[src/rtl/pulse_period_monitor.sv]
// Receiving side of the periodic-pulse link: measures pulse spacing, locks after
// a run of well-spaced pulses, and flags early or missing pulses.
module pulse_period_monitor #(
  parameter int N        = 7500,
  parameter int CBITS    = 13,
  parameter int TOL      = 0,
  parameter int LOCK_CNT = 4,
  parameter int ECBITS   = 8
) (
  input  logic              clk,
  input  logic              rst,
  input  logic              sig,
  output logic              locked,
  output logic              early_err,
  output logic              late_err,
  output logic [CBITS-1:0]  last_period,
  output logic [ECBITS-1:0] err_cnt
);

  localparam int GW = $clog2(LOCK_CNT + 1);
  localparam logic [CBITS-1:0] LO       = CBITS'(N + 1 - TOL);
  localparam logic [CBITS-1:0] HI       = CBITS'(N + 1 + TOL);
  localparam logic [GW-1:0]    GOOD_MAX = GW'(LOCK_CNT);

  typedef enum logic [1:0] {IDLE, TRACK, LOCKED} state_t;

  state_t             state_q, state_d;
  logic [CBITS-1:0]   iv_q, iv_d;
  logic [CBITS-1:0]   last_q, last_d;
  logic [GW-1:0]      good_q, good_d;
  logic               locked_q, locked_d;
  logic               early_q, early_d;
  logic               late_q, late_d;
  logic [ECBITS-1:0]  errc_q, errc_d;
  logic               pulse_good, pulse_early, timeout;

  always_comb begin
    pulse_good  = sig && (iv_q >= LO) && (iv_q <= HI);
    pulse_early = sig && (iv_q < LO);
    // A pulse landing exactly on the last allowed cycle beats the timeout.
    timeout     = !sig && (iv_q == HI);

    state_d = state_q;
    good_d  = good_q;
    last_d  = last_q;
    early_d = 1'b0;
    late_d  = 1'b0;

    if (sig)         iv_d = CBITS'(1);
    else if (&iv_q)  iv_d = iv_q;
    else             iv_d = iv_q + CBITS'(1);

    case (state_q)
      IDLE: begin
        if (sig) begin
          state_d = TRACK;
          good_d  = '0;
        end
      end
      TRACK: begin
        if (pulse_good) begin
          last_d = iv_q;
          good_d = good_q + GW'(1);
          if (good_q + GW'(1) == GOOD_MAX) state_d = LOCKED;
        end else if (pulse_early) begin
          early_d = 1'b1;
          good_d  = '0;
          last_d  = iv_q;
        end else if (timeout) begin
          late_d  = 1'b1;
          good_d  = '0;
          state_d = IDLE;
        end
      end
      LOCKED: begin
        if (pulse_good) begin
          last_d = iv_q;
        end else if (pulse_early) begin
          early_d = 1'b1;
          last_d  = iv_q;
          good_d  = '0;
          state_d = TRACK;
        end else if (timeout) begin
          late_d  = 1'b1;
          good_d  = '0;
          state_d = IDLE;
        end
      end
      default: state_d = IDLE;
    endcase

    locked_d = (state_d == LOCKED);
    errc_d   = errc_q;
    if ((early_d || late_d) && !(&errc_q)) errc_d = errc_q + ECBITS'(1);
  end

  always_ff @(posedge clk or negedge rst) begin
    if (!rst) begin
      state_q  <= IDLE;
      iv_q     <= '0;
      good_q   <= '0;
      last_q   <= '0;
      locked_q <= 1'b0;
      early_q  <= 1'b0;
      late_q   <= 1'b0;
      errc_q   <= '0;
    end else begin
      state_q  <= state_d;
      iv_q     <= iv_d;
      good_q   <= good_d;
      last_q   <= last_d;
      locked_q <= locked_d;
      early_q  <= early_d;
      late_q   <= late_d;
      errc_q   <= errc_d;
    end
  end

  assign locked      = locked_q;
  assign early_err   = early_q;
  assign late_err    = late_q;
  assign last_period = last_q;
  assign err_cnt     = errc_q;

endmodule

[config.mk]
export PLATFORM = sky130hd
export DESIGN_NAME = pulse_period_monitor
export DESIGN_NICKNAME = d
export VERILOG_FILES = /design/src/rtl/pulse_period_monitor.sv
export SDC_FILE = /design/constraint.sdc
export NUM_CORES = 1
export LEC_CHECK = 0
export BUFFER_PORTS_ARGS = -buffer_cell sky130_fd_sc_hd__buf_2
export CAP_MARGIN = 30
export CORE_MARGIN = 2
export CORE_UTILIZATION = 40
export CTS_BUF_LIST = sky130_fd_sc_hd__clkbuf_8
export DETAILED_ROUTE_END_ITERATION = 6
export GPL_ROUTABILITY_DRIVEN = 0
export PLACE_DENSITY = 0.67
export SLEW_MARGIN = 20
export SYNTH_ARGS = -nofsm -noshare
export SYNTH_HDL_FRONTEND = slang
export SYNTH_SLANG_ARGS = --single-unit
[constraint.sdc]
create_clock -name clk -period 2.7 [get_ports clk]
set_input_delay 0 -clock clk [delete_from_list [all_inputs] [get_ports clk]]
set_output_delay 0 -clock clk [all_outputs]
set_load 0.1 [all_outputs]
==> metrics.md, run 1 <==
| Metric | Value |
|---|---|
| # setup viols final | 0 |
| Most frequent cells in the layout | dfrtp_1, buf_2, nor2_1 |
| WS Path Type | register to register |
| Sequential power share | 0.332 |
| Slew HR | 0.563 |
| Synth Area in Adders | 0.0491 |
| Pre-Repair DR Iteration Count | 4 |
| Met3 Use GR | 0.0351 |
| Layout cells sized above 1 | 0.259 |
| Die area | 6350 um2 |
| Reg area | 1050 um2 |
| Clk pin slew, worst setup/hold paths | 0.09 ns |
| Synth Area in XOR/XNOR | 0.0535 |
| Largest net degree at the start of global routing | 43 |
| Startpoint class of the critical path | register |
| Initial core utilization | 0.416 |
| Hold Crit Class | input port to register |
| Critical Path RT | 2.88 ns |
| Fmax | 427 MHz |
| Hold Path End | iv_q[3]$_DFFE_PN0P_ |
| Logic pwr share | 0.429 |
| Most used DFF post-synth | dfrtp_1 |
| Root Driver | clkbuf_8 |
| Final Max Slew Viols | 0 |
| Post-synthesis compound-gate area fraction | 0.127 |
| Cell count after synthesis | 222 |
| Syn Nets | 234 |
| Hold Path Depth | 2 |
| Routed WL per cell | 13.9 um |
| Leakage | 1.20 nW |
| Flops & latches, synth | 42 |
| Crit share post-route | 0.868 |
| Longest Clk Path Bufs | 2 |
| HP Start | sig |
| GR peak layer | met2 |
| H-tree levels | 2 |
| RR Endpoint | err_cnt[1]$_DFFE_PN0P_ |
| Pint | 1.33 mW |
| CP arrival | 2.52 ns |
| Multiplexer share of the synthesized area | 0.0775 |
| Synth warn | 0 |
| Chip height | 79.7 um |
| Largest family of logic cells by synthesized area | simple AND/OR/NAND/NOR gates |
| Worst path cell trace | inv_1 -> ha_1 -> nand4b_1 -> or3_4 -> or3_1 -> a21boi_2 -> mux2_1 |
| Clock skew | 0.00943 ns |
| Core area | 5510 um2 |
| Layout Nets | 262 |
| Mapped cell area | 2290 um2 |
| Synthesized area per cell | 10.3 um2 |
| Detailed-placement wirelength estimate | 3200 um |
| Non-filler instance count after layout | 323 |
| Diode count | 0 |
| Iter 0 DRT Violations | 51 |
| Leading cell type in the layout, fill and taps excluded | dfrtp_1 |
| Setup TNS | 0 ns |
| ANT nets after route | 0 |
| Io pins | 27 |
| First-pass GRT wire length | 7820 um |
| Die width | 79.7 um |
| Outcome | finished, final reports clean |
| Sw Pwr | 1.15 mW |
| Sw frac | 0.465 |
| PwrDens | 937 nW/um2 |
| Clock sinks | 42 |
| RSZ-0062 raised after global routing | false |
| Critical Path Max Stage Delay | 0.45 ns |
| Initial antenna violation count | 0 |
| Layout Area Growth over Synthesis | 15.4% |
| Reg2Reg Depth | 7 |
| Overall routing resource usage | 0.158 |
| Post-synth cell types | 47 |
| Footprint of the multi-input gates | 1140 um2 |
| Fin. Hold Viols | 0 |
| Fillers | 521 |
| Max VDD drop | 0.469 mV |
| Sequential cell area fraction in the yosys report | 0.459 |
| Ys async rst share | 1.00 |
| TritonCTS clock tree | done |
| Via density per instance | 5.35 |
| # resized after CTS | 0 |
| Max-cap violations | 0 |
| Global-route met2 utilization | 0.267 |
| Setup crit start | iv_q[1]$_DFFE_PN0P_ |
| Crit path time final | 2.34 ns |
| Met1 Track Usage GR | 0.195 |
| Placed cells | 313 |
| IO Port Bufs | 26 |
| Clock buffer count from CTS | 5 |
| Critical Path Sink Type | register |
| Clock power frac | 0.239 |
| Post-synth EDFFs | 0 |
| Worst-Margin Slew | 0.649 ns |
| R2R Setup Slk | 0.36 ns |
| Crit Reg-Reg Startpoint | iv_q[1]$_DFFE_PN0P_ |
| Synth Area in Simple Gates | 0.192 |
| Clk Latency, worst-skew pair | 0.29 ns |
| Final core occ | 0.480 |
| Routed via count | 1,729 |
| DRC Markers | 0 |
| Power, Total | 2.48 mW |
| Crit-path max FO | 7 |
| GRT overflow | 0 |
| Post-Route WL | 4480 um |
| Slowest-stage cell, CP | or3_1 |
| Rows | 27 |
| Vias in the first global route | 1,766 |
[registers in the layout, summed over array words and instances, names as in the netlist]
signal and count:
late_err 1, err_cnt 8, last_period 13, state_q 2
good_q 3, iv_q 13, locked 1, early_err 1
[layout make-up]
class | count | share of cell area
sequential | 42 | 0.397
timing repair buffer | 32 | 0.0719
tap | 72 | 0.0341
clock buffer | 5 | 0.0260
multi-input combinational | 160 | 0.432
inverter | 9 | 0.0128
clock inverter | 3 | 0.0260
[Yosys cell counts, drive strengths merged (6+ instances only)]
library cell  instances  area (um2)
nand3                 7        35.0
xnor2                 6        52.6
nor2                 20        75.1
inv                   9        33.8
buf                   6        46.3
a21oi                13        65.1
o21ai                 9        45.0
dfrtp                42        1050
nor3                  9        45.0
nand2                 9        33.8
ha                    9         113
xor2                  8        70.1
mux2                 14         158
[power groups by stage]
stage,registers (mW),clock network (mW),logic [mW]
6_report,0.823,0.592,1.06
5_1_grt,0.842,0.633,1.13
4_1_cts,0.823,0.612,1.07
3_5_place_dp,0.834,0,1.06
3_3_place_gp,0.834,0,1.05
2_1_floorplan,1.39,0,0.324
[per-stage QoR]
stage	area [um2]	hold slack [ns]	setup slack (ns)
finish	2650	0.118	0.357
global route	2650	0.119	0.219
CTS	2630	0.0996	0.354
detailed placement	2480	0.201	0.370
global placement	2480	0.193	0.462
floorplan	2290	-0.296	0.432
[routing by layer]
layer | part of all wire | wire length [um]
met1 | 0.47 | 2090
met2 | 0.50 | 2250
met3 | 0.028 | 126
met4 | 0.0042 | 19
met5 | 0 | 0
[critical path, delay by kind of cell (launching register included)]
kind | cells | cell delay, ns
flip-flops | 1 | 0.44
AO/OA/AOI/OAI | 1 | 0.21
multiplexers | 1 | 0.33
adder cells (fa/ha/maj) | 1 | 0.17
buffers and inverters | 1 | 0.11
AND/OR/NAND/NOR | 3 | 0.97
[worst max-delay path by stage]
| stage | endpoint | slack, ns | depth (start not counted) |
|---|---|---|---|
| floorplan | err_cnt[1]$_DFFE_PN0P_ | 0.43 | 5 |
| global placement | err_cnt[1]$_DFFE_PN0P_ | 0.46 | 7 |
| detailed placement | err_cnt[1]$_DFFE_PN0P_ | 0.37 | 7 |
| CTS | err_cnt[1]$_DFFE_PN0P_ | 0.35 | 7 |
| global route | err_cnt[1]$_DFFE_PN0P_ | 0.22 | 7 |
| finish | err_cnt[1]$_DFFE_PN0P_ | 0.36 | 7 |
[what timing repair did]
action / 4_1_cts / 5_1_grt
endpoints found under the hold margin: 42 / 0
buffers inserted: 0 / 0
hold buffers: 1 / 0
[logic make-up (layout without fill, tap and decap cells)]
group	count (synthesis)	in the layout
xor gates and xnor gates	14	14
adders and majority gates	9	9
AOI/OAI and AO/OA	43	43
muxes	16	16
and+or+nand+nor	78	78
DFF	42	42
buffers and inverters	20	49
Note: power is estimated with default switching activity, not from simulation.
==> inputs of run 2 (changes only) <==
--- a/config.mk
+++ b/config.mk
@@ -13,6 +13,7 @@
 export DETAILED_ROUTE_END_ITERATION = 6
 export GPL_ROUTABILITY_DRIVEN = 0
 export PLACE_DENSITY = 0.67
+export REMOVE_ABC_BUFFERS = 1
 export SLEW_MARGIN = 20
 export SYNTH_ARGS = -nofsm -noshare
 export SYNTH_HDL_FRONTEND = slang
==> run 2 against run 1 <==
Net effect: die area unchanged; critical endpoint unchanged; non-clock buffer count stayed put; worst setup slack improved by 0.031 ns; first-iteration DRC count up 65%; combinational power is essentially flat; core utilization is 0.43 points lower; global-route usage fell by 1.2 points; via count shrank 2.7%; cell count unchanged; power down 5.4%; clock power is 22% lower; cell area shrank 0.90%.
==> metrics.md, run 2 (synthesis results as in run 1) <==
| Metric | Value |
|---|---|
| Pint | 1.23 mW |
| Clock skew | 0.0117 ns |
| Critical Path Sink Type | register |
| IO Port Bufs | 26 |
| Crit share post-route | 0.856 |
| CP arrival | 2.48 ns |
| Setup crit start | iv_q[1]$_DFFE_PN0P_ |
| Sw frac | 0.477 |
| Chip height | 79.7 um |
| Crit path depth | 7 |
| First-pass GRT wire length | 7290 um |
| Startpoint class of the critical path | register |
| Final Max Slew Viols | 0 |
| Worst path bufs/invs | 1 |
| Worst-Margin Slew | 0.657 ns |
| Max VDD drop | 0.594 mV |
| Initial antenna violation count | 0 |
| Outcome | finished, final reports clean |
| Most frequent cells in the layout | dfrtp_1, buf_2, nor2_1 |
| R2R Setup Slk | 0.39 ns |
| Clock buffer count from CTS | 5 |
| RSZ-0062 raised after global routing | false |
| # setup viols final | 0 |
| Worst path cell trace | inv_1 -> ha_1 -> nand4b_1 -> or3_4 -> or3_1 -> a21boi_2 -> mux2_1 |
| Fmax | 433 MHz |
| Die area | 6350 um2 |
| Overall routing resource usage | 0.146 |
| Sequential power share | 0.351 |
| Post-Route WL | 4140 um |
| Reg2Reg Depth | 7 |
| Fin. Hold Viols | 0 |
| Clk Latency, worst-skew pair | 0.29 ns |
| Crit Reg-Reg Startpoint | iv_q[1]$_DFFE_PN0P_ |
| Core area | 5510 um2 |
| Slowest-stage cell, CP | dfrtp_1 |
| Critical Path RT | 2.87 ns |
| Sw Pwr | 1.12 mW |
| Critical Path Sink | err_cnt[1]$_DFFE_PN0P_ |
| RR Endpoint | err_cnt[1]$_DFFE_PN0P_ |
| Critical Path Max Stage Delay | 0.44 ns |
| PwrDens | 894 nW/um2 |
| Largest net degree at the start of global routing | 43 |
| Crit path time final | 2.31 ns |
| DRC Markers | 0 |
| WS Path Type | register to register |
| GRT overflow | 0 |
| # resized after CTS | 0 |
| Logic pwr share | 0.452 |
| Setup TNS | 0 ns |
| Slew HR | 0.558 |
| Routed via count | 1,683 |
| Clk pin slew, worst setup/hold paths | 0.08 ns |
| Fillers | 503 |
| Root Driver | clkbuf_8 |
| Layout cells sized above 1 | 0.251 |
| Leading cell type in the layout, fill and taps excluded | dfrtp_1 |
| ANT nets after route | 0 |
| Via density per instance | 5.21 |
| Iter 0 DRT Violations | 84 |
| Detailed-placement wirelength estimate | 3080 um |
| Leakage | 1.20 nW |
| Die width | 79.7 um |
| Crit-path max FO | 7 |
| Clock sinks | 42 |
| Clock power frac | 0.198 |
| TritonCTS clock tree | done |
| Pre-Repair DR Iteration Count | 4 |
| H-tree levels | 2 |
| Io pins | 27 |
| Layout Nets | 262 |
| Hold Crit Class | input port to register |
| Max-cap violations | 0 |
| WHS | 0.116 ns |
| Diode count | 0 |
| Vias in the first global route | 1,597 |
| Layout Area Growth over Synthesis | 14.4% |
| Initial core utilization | 0.416 |
| Rows | 27 |
| Routed WL per cell | 12.8 um |
| Crit path max-delay family | simple AND/OR/NAND/NOR gates |
| Longest Clk Path Bufs | 2 |
## run 2: cell types whose count changed in the layout (fill, tap and decap cells not counted), sizes merged
cell,change
inv,+2
bufinv,-1
clkinv,-1
## run 2: how the worst min path moves through the flow
stage          startpoint                    endpoint  cells past startpoint
2_1_floorplan         rst         early_err$_DFF_PN0_                      0
3_3_place_gp          rst  last_period[9]$_DFFE_PN0P_                      1
3_5_place_dp          rst  last_period[9]$_DFFE_PN0P_                      1
4_1_cts               sig        iv_q[11]$_DFFE_PN0P_                      2
5_1_grt               sig         iv_q[2]$_DFFE_PN0P_                      2
6_report              sig        iv_q[11]$_DFFE_PN0P_                      2
## run 2: what timing repair did
item                      in CTS  in global routing
hold endpoints to repair      42                  0
hold buffers                   1                  0
setup buffers                  0                  0
## run 2: routing by layer
metal | vias to the layer above | global-route usage | part of all wire
li1 | 846 | - | -
met4 | 0 | 0.0586 | 0.014
met1 | 801 | 0.193 | 0.49
met3 | 5 | 0.0305 | 0.033
met5 | - | 0 | 0
met2 | 31 | 0.234 | 0.46
## run 2: power by group through the flow
| stage | logic, mW | clock network [mW] | registers, mW |
|---|---|---|---|
| global route | 1.14 | 0.502 | 0.842 |
| floorplan | 0.310 | 0 | 1.39 |
| CTS | 1.06 | 0.481 | 0.824 |
| global placement | 1.06 | 0 | 0.833 |
| detailed placement | 1.06 | 0 | 0.835 |
| finish | 1.06 | 0.464 | 0.822 |
## run 2: area by class of cell
class                           instances  area (um2)  area share
Sequential cell                        42        1050       0.401
Inverter                                9        33.8      0.0129
Timing Repair Buffer                   32         198      0.0754
Clock buffer                            5        68.8      0.0263
Multi-Input combinational cell        160        1140       0.436
Clock inverter                          3        37.5      0.0143
Tap cell                               72        90.1      0.0344
## run 2: metrics by stage
stage | instance area, um2 | utilization | instances | total power [mW] | worst slack [ns]
2_1_floorplan | 2230 | - | 211 | 1.70 | 0.410
3_3_place_gp | 2480 | 0.450 | 313 | 1.89 | 0.469
3_5_place_dp | 2480 | 0.450 | 313 | 1.90 | 0.385
4_1_cts | 2590 | 0.471 | 322 | 2.37 | 0.376
5_1_grt | 2620 | 0.476 | 323 | 2.48 | 0.282
6_report | 2620 | 0.476 | 323 | 2.34 | 0.388
==> inputs of run 3 (changes only) <==
--- a/config.mk
+++ b/config.mk
@@ -5,14 +5,14 @@
 export SDC_FILE = /design/constraint.sdc
 export NUM_CORES = 1
 export LEC_CHECK = 0
-export BUFFER_PORTS_ARGS = -buffer_cell sky130_fd_sc_hd__buf_2
 export CAP_MARGIN = 30
 export CORE_MARGIN = 2
 export CORE_UTILIZATION = 40
 export CTS_BUF_LIST = sky130_fd_sc_hd__clkbuf_8
 export DETAILED_ROUTE_END_ITERATION = 6
+export DONT_BUFFER_PORTS = 1
 export GPL_ROUTABILITY_DRIVEN = 0
-export PLACE_DENSITY = 0.67
+export PLACE_DENSITY = 0.63
 export REMOVE_ABC_BUFFERS = 1
 export SLEW_MARGIN = 20
 export SYNTH_ARGS = -nofsm -noshare
==> run 3 against run 2 <==
Net effect: sequential share of layout area is 1.1 points higher; critical path depth stayed put; combinational power is 4% lower; clock skew is 0.0017 ns lower; sequential cell count stayed put; sequential power is 9.7% higher; power is 0.54% lower; register-to-register slack worse by 0.03 ns; count of clock-buffer cells in the layout is 1 higher; cell area is 2.6% lower; worst setup slack worse by 0.031 ns; via count is 2.2% lower; critical path type unchanged; critical endpoint unchanged; largest cell class unchanged.
==> metrics.md, run 3 (synthesis results as in run 1) <==
| Metric | Value |
|---|---|
| Outcome | finished, final reports clean |
| Metal1 wirelength | 2120 um |
| WS Path Type | register to register |
| R2R Setup Slk | 0.36 ns |
| Hold Path End | good_q[0]$_DFFE_PN0P_ |
| DRC Markers | 0 |
| RR Endpoint | err_cnt[1]$_DFFE_PN0P_ |
| Setup crit start | iv_q[1]$_DFFE_PN0P_ |
| Slowest-stage cell, CP | or3_1 |
| Crit path max-delay family | simple AND/OR/NAND/NOR gates |
| Logic pwr share | 0.437 |
| Sequential power share | 0.387 |
| Max VDD drop | 0.443 mV |
| Io pins | 27 |
| # setup viols final | 0 |
| Leading cell type in the layout, fill and taps excluded | dfrtp_1 |
| PwrDens | 913 nW/um2 |
| Diode count | 0 |
| Worst path cell trace | inv_1 -> ha_1 -> nand4b_1 -> or3_4 -> or3_1 -> a21boi_2 -> mux2_1 |
| Setup TNS | 0 ns |
| GRT overflow | 0 |
| Die area | 6350 um2 |
| Final Max Slew Viols | 0 |
| Initial antenna violation count | 0 |
| Clock power frac | 0.176 |
| Core area | 5510 um2 |
| Largest net degree at the start of global routing | 43 |
| Fin. Hold Viols | 0 |
| Sw Pwr | 1.15 mW |
| CP arrival | 2.51 ns |
| Die width | 79.7 um |
| Reg2Reg Depth | 7 |
| Clock sinks | 42 |
| WHS | 0.0198 ns |
| First-pass GRT wire length | 7890 um |
| Root Driver | clkbuf_8 |
| Initial core utilization | 0.416 |
| Worst path bufs/invs | 1 |
| Critical Path Sink Type | register |
| Routed WL per cell | 14.9 um |
| Max-cap violations | 0 |
| Layout Area Growth over Synthesis | 11.4% |
| DP Worst Slack | 0.378 ns |
| Highest metal used | met4 |
| Crit share post-route | 0.868 |
| Iter 0 DRT Violations | 108 |
| Crit-path max FO | 7 |
| TritonCTS clock tree | done |
| DR WL met3 | 189 um |
| Pint | 1.18 mW |
| Fmax | 427 MHz |
| H-tree levels | 2 |
| Hold Path Depth | 3 |
| Clock buffer count from CTS | 5 |
| HP Start | sig |
| RSZ-0062 raised after global routing | false |
| Vias in the first global route | 1,677 |
| Power, Total | 2.33 mW |
| IO Port Bufs | 0 |
| Leakage | 1.11 nW |
| Post-Route WL | 4580 um |
| Slew HR | 0.395 |
| Layout Nets | 246 |
| Clk pin slew, worst setup/hold paths | 0.08 ns |
| Sw frac | 0.492 |
| Hold Crit Class | input port to register |
| ANT nets after route | 0 |
| Critical Path RT | 2.87 ns |
| Via density per instance | 5.36 |
| Rows | 27 |
| Crit path time final | 2.34 ns |
| Routed via count | 1,646 |
| Layout cells sized above 1 | 0.200 |
| Post-route worst setup slack | 0.357 ns |
| Longest Clk Path Bufs | 2 |
| Post-CTS setup buffer count | 0 |
| Clock skew | 0.00996 ns |
| Overall routing resource usage | 0.159 |
| Critical Path Max Stage Delay | 0.45 ns |
| Chip height | 79.7 um |
| Crit Reg-Reg Startpoint | iv_q[1]$_DFFE_PN0P_ |
| Most frequent cells in the layout | dfrtp_1, nor2_1, a21oi_1, mux2_2, buf_4 |
| Pre-Repair DR Iteration Count | 4 |
| Worst-Margin Slew | 0.908 ns |
| Detailed-placement wirelength estimate | 3150 um |
| Startpoint class of the critical path | register |
| Clk Latency, worst-skew pair | 0.29 ns |
| Met2 wire length | 2210 um |
run 3: changes by cell type in the layout (fill, tap and decap cells not counted), sizes merged:
| cell | delta |
|---|---|
| buf | -17 |
| bufinv | -1 |
| clkbuf | +1 |
| clkinv | +1 |
| dlygate4sd3 | +1 |
| inv | -1 |
run 3: layout make-up:
| type | instances | area (um2) |
|---|---|---|
| timing repair buffer | 16 | 145 |
| multi-input combinational | 160 | 1140 |
| inverter | 9 | 33.8 |
| tap | 72 | 90.1 |
| clock buffer | 6 | 82.6 |
| sequential | 42 | 1050 |
| clock inverter | 2 | 8.76 |
| fill | 516 | 2950 |
run 3: what timing repair did:
item / 4_1_cts / 5_1_grt
hold buffers: 3 / 0
endpoints found under the setup margin: 0 / 0
hold endpoints to repair: 56 / 0
gates resized for setup: 0 / 0
run 3: metrics by stage:
step / instances / util / instance area (um2)
2_1_floorplan: 211 / - / 2230
3_3_place_gp: 296 / 0.439 / 2410
3_5_place_dp: 296 / 0.439 / 2410
4_1_cts: 307 / 0.464 / 2550
5_1_grt: 307 / 0.464 / 2550
6_report: 307 / 0.464 / 2550
run 3: routing by layer:
| layer | vias up | track usage |
|---|---|---|
| li1 | 812 | - |
| met1 | 796 | 0.214 |
| met2 | 32 | 0.243 |
| met3 | 6 | 0.0430 |
| met4 | 0 | 0.0638 |
| met5 | - | 0 |
run 3: worst max path at each step:
stage | end | slack [ns] | cells after the start
after floorplan | err_cnt[1]$_DFFE_PN0P_ | 0.41 | 5
after global placement | err_cnt[1]$_DFFE_PN0P_ | 0.46 | 7
after detailed placement | err_cnt[1]$_DFFE_PN0P_ | 0.38 | 7
after CTS | err_cnt[1]$_DFFE_PN0P_ | 0.37 | 7
after global routing | err_cnt[1]$_DFFE_PN0P_ | 0.20 | 7
final | err_cnt[1]$_DFFE_PN0P_ | 0.36 | 7
run 3: power by group through the flow:
stage,sequential [mW],combinational (mW),clock (mW)
after CTS,0.903,1.02,0.425
final,0.902,1.02,0.410
after floorplan,1.39,0.310,0
after global placement,0.913,0.987,0
after global routing,0.916,1.09,0.456
after detailed placement,0.915,0.997,0
run 3: tightest hold or removal path: cells and delay by family:
family           cells  cell delay, ns
AND/OR/NAND/NOR      2            0.18
AO/OA/AOI/OAI        1            0.08
